===== src/rtl/rv_pipe_pkg.sv =====
// Shared pipeline constants for the decode-stage hazard logic.
package rv_pipe_pkg;

  localparam int XLEN   = 32;
  localparam int REG_AW = 5;

  // Stage index of each tag-pipeline entry past decode
  localparam int STG_EX  = 0;
  localparam int STG_MEM = 1;
  localparam int STG_WB  = 2;

  // Field layout of one in-flight destination tag
  typedef struct packed {
    logic              valid;
    logic [REG_AW-1:0] rd;
    logic              we;
    logic              is_load;
  } tag_entry_t;

endpackage


===== src/rtl/fwd_src_select.sv =====
// Per-operand priority matcher: picks the youngest in-flight producer of rs,
// or falls back to register file data. Flags a match whose value is not
// available yet so the top can stall.
module fwd_src_select
  import rv_pipe_pkg::*;
#(
  parameter int XLEN       = rv_pipe_pkg::XLEN,
  parameter int REG_AW     = rv_pipe_pkg::REG_AW,
  parameter int DEPTH      = 3,
  parameter int LOAD_STAGE = STG_MEM,
  parameter int SRC_W      = $clog2(DEPTH + 1)
) (
  input  logic [REG_AW-1:0]       rs,
  input  logic [XLEN-1:0]         rf_rdata,
  input  logic [DEPTH-1:0]        tag_valid,
  input  logic [DEPTH*REG_AW-1:0] tag_rd,
  input  logic [DEPTH-1:0]        tag_we,
  input  logic [DEPTH-1:0]        tag_load,
  input  logic [DEPTH*XLEN-1:0]   st_value,
  output logic [XLEN-1:0]         value,
  output logic [SRC_W-1:0]        src,
  output logic                    not_ready
);

  // Scan oldest to youngest so the lowest matching entry is written last and wins
  always_comb begin
    value     = rf_rdata;
    src       = '0;
    not_ready = 1'b0;
    if (rs == '0) begin
      value = '0;
    end else begin
      for (int k = DEPTH - 1; k >= 0; k--) begin
        if (tag_valid[k] && tag_we[k] && (tag_rd[k*REG_AW +: REG_AW] == rs)) begin
          src = SRC_W'(k + 1);
          if (tag_load[k] && (k < LOAD_STAGE)) begin
            value     = rf_rdata;
            not_ready = 1'b1;
          end else begin
            value     = st_value[k*XLEN +: XLEN];
            not_ready = 1'b0;
          end
        end
      end
    end
  end

endmodule


===== src/rtl/hazard_forward_unit.sv =====
// Decode-stage RAW hazard unit: tracks destination tags of in-flight
// instructions, resolves rs1/rs2 by forwarding, and raises load-use stalls.
// Bubbles keep the decode rd/we/is_load fields but clear valid, so only
// valid gates matching.
module hazard_forward_unit
  import rv_pipe_pkg::*;
#(
  parameter int XLEN       = rv_pipe_pkg::XLEN,
  parameter int REG_AW     = rv_pipe_pkg::REG_AW,
  parameter int DEPTH      = 3,
  parameter int LOAD_STAGE = STG_MEM,
  parameter int CNT_W      = 16
) (
  input  logic                          clk,
  input  logic                          rst_n,
  input  logic                          id_valid,
  input  logic [REG_AW-1:0]             id_rs1,
  input  logic [REG_AW-1:0]             id_rs2,
  input  logic [REG_AW-1:0]             id_rd,
  input  logic                          id_rd_we,
  input  logic                          id_is_load,
  input  logic [XLEN-1:0]               id_rs1_rdata,
  input  logic [XLEN-1:0]               id_rs2_rdata,
  input  logic                          flush,
  input  logic [DEPTH*XLEN-1:0]         st_value,
  output logic [XLEN-1:0]               rs1_value,
  output logic [XLEN-1:0]               rs2_value,
  output logic [$clog2(DEPTH+1)-1:0]    rs1_src,
  output logic [$clog2(DEPTH+1)-1:0]    rs2_src,
  output logic                          stall,
  output logic [CNT_W-1:0]              stall_cnt,
  output logic [CNT_W-1:0]              fwd_cnt
);

  localparam int SRC_W = $clog2(DEPTH + 1);

  logic [DEPTH-1:0]        tag_valid;
  logic [DEPTH*REG_AW-1:0] tag_rd;
  logic [DEPTH-1:0]        tag_we;
  logic [DEPTH-1:0]        tag_load;
  logic                    rs1_not_ready;
  logic                    rs2_not_ready;
  logic                    issue;
  logic                    fwd_fire;

  fwd_src_select #(
    .XLEN(XLEN), .REG_AW(REG_AW), .DEPTH(DEPTH),
    .LOAD_STAGE(LOAD_STAGE), .SRC_W(SRC_W)
  ) u_sel_rs1 (
    .rs(id_rs1), .rf_rdata(id_rs1_rdata),
    .tag_valid(tag_valid), .tag_rd(tag_rd), .tag_we(tag_we), .tag_load(tag_load),
    .st_value(st_value),
    .value(rs1_value), .src(rs1_src), .not_ready(rs1_not_ready)
  );

  fwd_src_select #(
    .XLEN(XLEN), .REG_AW(REG_AW), .DEPTH(DEPTH),
    .LOAD_STAGE(LOAD_STAGE), .SRC_W(SRC_W)
  ) u_sel_rs2 (
    .rs(id_rs2), .rf_rdata(id_rs2_rdata),
    .tag_valid(tag_valid), .tag_rd(tag_rd), .tag_we(tag_we), .tag_load(tag_load),
    .st_value(st_value),
    .value(rs2_value), .src(rs2_src), .not_ready(rs2_not_ready)
  );

  // Flush overrides stall: the squashed instruction never needs its operands
  assign stall    = id_valid && !flush && (rs1_not_ready || rs2_not_ready);
  assign issue    = id_valid && !stall && !flush;
  assign fwd_fire = id_valid && !stall && ((rs1_src != '0) || (rs2_src != '0));

  // Tag pipeline: entry 0 takes the decode slot (or a bubble), older entries shift
  always_ff @(posedge clk or negedge rst_n) begin
    if (!rst_n) begin
      tag_valid <= '0;
      tag_rd    <= '0;
      tag_we    <= '0;
      tag_load  <= '0;
    end else begin
      tag_valid[STG_EX]          <= issue;
      tag_rd[0 +: REG_AW]        <= id_rd;
      tag_we[STG_EX]             <= id_rd_we && (id_rd != '0);
      tag_load[STG_EX]           <= id_is_load;
      for (int k = 1; k < DEPTH; k++) begin
        tag_valid[k]                <= tag_valid[k-1];
        tag_rd[k*REG_AW +: REG_AW]  <= tag_rd[(k-1)*REG_AW +: REG_AW];
        tag_we[k]                   <= tag_we[k-1];
        tag_load[k]                 <= tag_load[k-1];
      end
    end
  end

  // Saturating performance counters
  always_ff @(posedge clk or negedge rst_n) begin
    if (!rst_n) begin
      stall_cnt <= '0;
      fwd_cnt   <= '0;
    end else begin
      if (stall && (stall_cnt != '1)) stall_cnt <= stall_cnt + 1'b1;
      if (fwd_fire && (fwd_cnt != '1)) fwd_cnt <= fwd_cnt + 1'b1;
    end
  end

endmodule


===== config.mk =====
export PLATFORM = sky130hd
export DESIGN_NAME = hazard_forward_unit
export DESIGN_NICKNAME = d
export VERILOG_FILES = /design/src/rtl/rv_pipe_pkg.sv /design/src/rtl/fwd_src_select.sv /design/src/rtl/hazard_forward_unit.sv
export SDC_FILE = /design/constraint.sdc
export NUM_CORES = 1
export LEC_CHECK = 0
export BUFFER_PORTS_ARGS = -buffer_cell sky130_fd_sc_hd__buf_4
export CORE_AREA = 2 2 109 111
export CTS_BUF_LIST = sky130_fd_sc_hd__clkbuf_2 sky130_fd_sc_hd__clkbuf_4 sky130_fd_sc_hd__clkbuf_8
export DETAILED_ROUTE_END_ITERATION = 10
export DIE_AREA = 0 0 111 113
export PLACE_DENSITY = 0.74
export REMOVE_ABC_BUFFERS = 1
export SLEW_MARGIN = 15
export SYNTH_ARGS = -nofsm -noshare
export SYNTH_HDL_FRONTEND = slang
export SYNTH_SLANG_ARGS = --single-unit

===== constraint.sdc =====
create_clock -name clk -period 4.4 [get_ports clk]
set_input_delay 0 -clock clk [delete_from_list [all_inputs] [get_ports clk]]
set_output_delay 0 -clock clk [all_outputs]
set_load 0.01 [all_outputs]

==> metrics.cfg <==
[clocking]
insertion_delay_ns=0.31
cts_made_buffers=5
clk_pin_slew_ns=0.11
root_buffer=clkbuf_8
cts_tree=done
cts_buffer_depth=2
cts_resized=0
h-tree-depth=2
cts.sinks=54

[placed_design]
io_buffers=281
dp_cells=967
dp_hpwl_mm=15.98
gp_congestion=0.9679

[final_layout]
final_cell_mix=buf_4 (295), nand2_1 (54), dfrtp_1 (54), nor2_1 (43), a21oi_1 (43)
fillCellCount=1020
final_nets=1024
final_common_cell=buf_4
area_growth_pct=52.36
stdcell_count=985
diodes=0
drive_gt1_frac=0.4181

[timing]
finalHoldViolations=0
min_period_ns=3.492
setup_viol=0
slew_violations=0
final.period_utilization=0.7936
tns_ns=0
fin_worst_skew_ns=0.007744
relSlewSlack=0.2470
fmax_ghz=0.2864
rsz0062_at_grt=false
tightest_slew_ns=1.125

[die]
die_h_um=113
coreArea_mm2=0.01127
rows=39
die_area_mm2=0.01254
pin_count=282
initial_core_util=0.4168
die-width_um=111

[pwr]
peakVddDrop_v=0.0002226
leakage_nw=3.632
powerDensity_mw_per_mm2=184.8
power_w=0.001323

[synth]
ys_types=49
syn_area_mm2=0.004698
synth_seq_area_share=0.2876
synth_edf_count=0
synth_seq_cells=54
synthCells=567
synth_ff_type=dfrtp_1
syn_area_per_cell_um2=8.286
ys_warn_count=0
async_flop_share=1.000

[critical_path]
cp.depth=8
crit_chain=xor2_1 -> nor4_1 -> nand4_1 -> nand2b_1 -> o221a_2 -> a22oi_1 -> nand2_1 -> buf_4
critPathKind=flip-flop to primary output
rr_startpoint=tag_rd[14]$_DFF_PN0_
cpPeakStageDelay_ns=0.77
end_kind=primary output
arrival_ns=3.49
path_max_fanout=19
critPathLaunch=tag_rd[14]$_DFF_PN0_
required_ns=4.40
slowest_stage=nand2b_1
rr_worst_depth=9
critPathBufInv=1
startpoint_type=flip-flop
crit_family=simple AND/OR/NAND/NOR gates

[global_routing]
antenna_found_initial=0
grtUsageTotal=0.3136
grt_max_degree=55
grt_pass1_wl_mm=31.74
overflow=0
grt_pass1_vias=5791

[drt]
post-route-drc-count=0
drt_iter0_drc=570
viasPerCell=5.908
final_antenna_net_count=0
drt-wirelength-per-cell_um=20.78
vias=5819
dr.pass1.iters=5
wl_mm=20.47

[status]
status=finished clean

[min_path]
hold_start=id_valid
hold_class=primary input to flip-flop
hold_depth=4

[run]
cap_violations=0

-- through the flow --
stage	setup WS, ns	utilization	hold slack [ns]	cell area (um^2)
after floorplan	1.079	-	-0.2956	4541
after global placement	1.170	0.6158	0.07772	6942
after detailed placement	1.181	0.6158	0.08600	6942
after CTS	0.8197	0.6350	0.2096	7158
after global routing	0.6316	0.6350	0.2240	7158
final	0.9080	0.6350	0.2244	7158
-- cell type report --
class                      count  area, um^2  share of cell area
multi-input combinational    468        3171              0.4429
timing repair buffer         305        2315              0.3234
sequential                    54        1351              0.1888
tap                          143       178.9             0.02500
clock buffer                   5       68.82            0.009614
clock inverter                 3       47.55            0.006642
inverter                       7       26.28            0.003671
-- flip-flops by register name, summed over array words and instances, names as in the netlist --
name,flops
fwd_cnt,16
stall_cnt,16
tag_rd,15
tag_valid,3
tag_we,3
tag_load,1
-- worst register-to-register path, cell delays in order (launching register included) --
cell and delay [ns]:
dfrtp_1 0.41, xor2_1 0.17, nor4_1 0.33, nand4_1 0.56
buf_4 0.42, a21oi_1 0.26, nor4_2 0.08, buf_4 0.21
or4_1 0.53, xnor2_1 0.14
-- cells by family (layout without fill, tap and decap cells) --
| group | Yosys count | count (layout) | synth area share |
|---|---|---|---|
| AND/OR/NAND/NOR | 177 | 177 | 0.1867 |
| AO/OA/AOI/OAI | 194 | 194 | 0.2929 |
| multiplexers | 40 | 40 | 0.08575 |
| adder cells (fa/ha/maj) | 2 | 2 | 0.005325 |
| buffers and inverters | 45 | 320 | 0.03915 |
| flip-flops | 54 | 54 | 0.2876 |
| XOR/XNOR | 55 | 55 | 0.1025 |
-- metal layers --
| layer | vias to the layer above | GRT usage | share of wire |
|---|---|---|---|
| met1 | 2826 | 0.3734 | 0.39 |
| met4 | 0 | 0.1208 | 0.034 |
| met3 | 43 | 0.04660 | 0.056 |
| met2 | 257 | 0.5722 | 0.52 |
| met5 | - | 0 | 0 |
| li1 | 2693 | - | - |
-- where the power goes --
part           total [W]  internal (W)  switching, W
sequential      0.000536      0.000515     0.0000206
combinational   0.000436      0.000241      0.000195
clock           0.000351      0.000174      0.000178
-- repair_timing --
item                                   CTS  global route
buffers inserted                         0             0
endpoints found under the hold margin   62             0
hold buffers                            10             0
-- cell usage after synthesis (2+ instances only) --
library cell / n / area share
o2111ai_1: 2 / 0.0037
clkbuf_1: 27 / 0.022
nor3b_1: 3 / 0.0048
inv_1: 7 / 0.0056
o31ai_1: 3 / 0.0048
buf_1: 6 / 0.0048
xnor2_1: 17 / 0.032
nand4_1: 7 / 0.0093
xor2_1: 38 / 0.071
nor3_1: 14 / 0.015
mux2i_1: 38 / 0.081
and4_1: 3 / 0.0056
nand3_1: 14 / 0.015
o22ai_1: 26 / 0.035
nor4_1: 6 / 0.0080
and2_1: 2 / 0.0027
or4_1: 3 / 0.0048
nand2_1: 54 / 0.043
a21oi_1: 43 / 0.046
and3_1: 5 / 0.0067
dfrtp_1: 54 / 0.29
nor2_1: 44 / 0.035
ha_1: 2 / 0.0053
a22oi_1: 38 / 0.061
nor4_2: 2 / 0.0053
o221a_2: 38 / 0.091
buf_2: 3 / 0.0032
o21ai_0: 38 / 0.040
nand2b_1: 4 / 0.0053
nor2b_1: 7 / 0.0093
-- path summary, 6_finish.rpt --
check | end | slack (ns)
setup reg to reg | fwd_cnt[5]$_DFFE_PN0P_ | 1.18
min in group asynchronous | tag_rd[7]$_DFF_PN0_ | 0.28
hold / removal | stall_cnt[0]$_DFFE_PN0P_ | 0.22
hold reg to reg | tag_we[1]$_DFF_PN0_ | 0.38
setup / recovery | rs1_value[22] | 0.91
max in group asynchronous | stall_cnt[14]$_DFFE_PN0P_ | 3.68
Note: power is estimated with default switching activity, not from simulation.
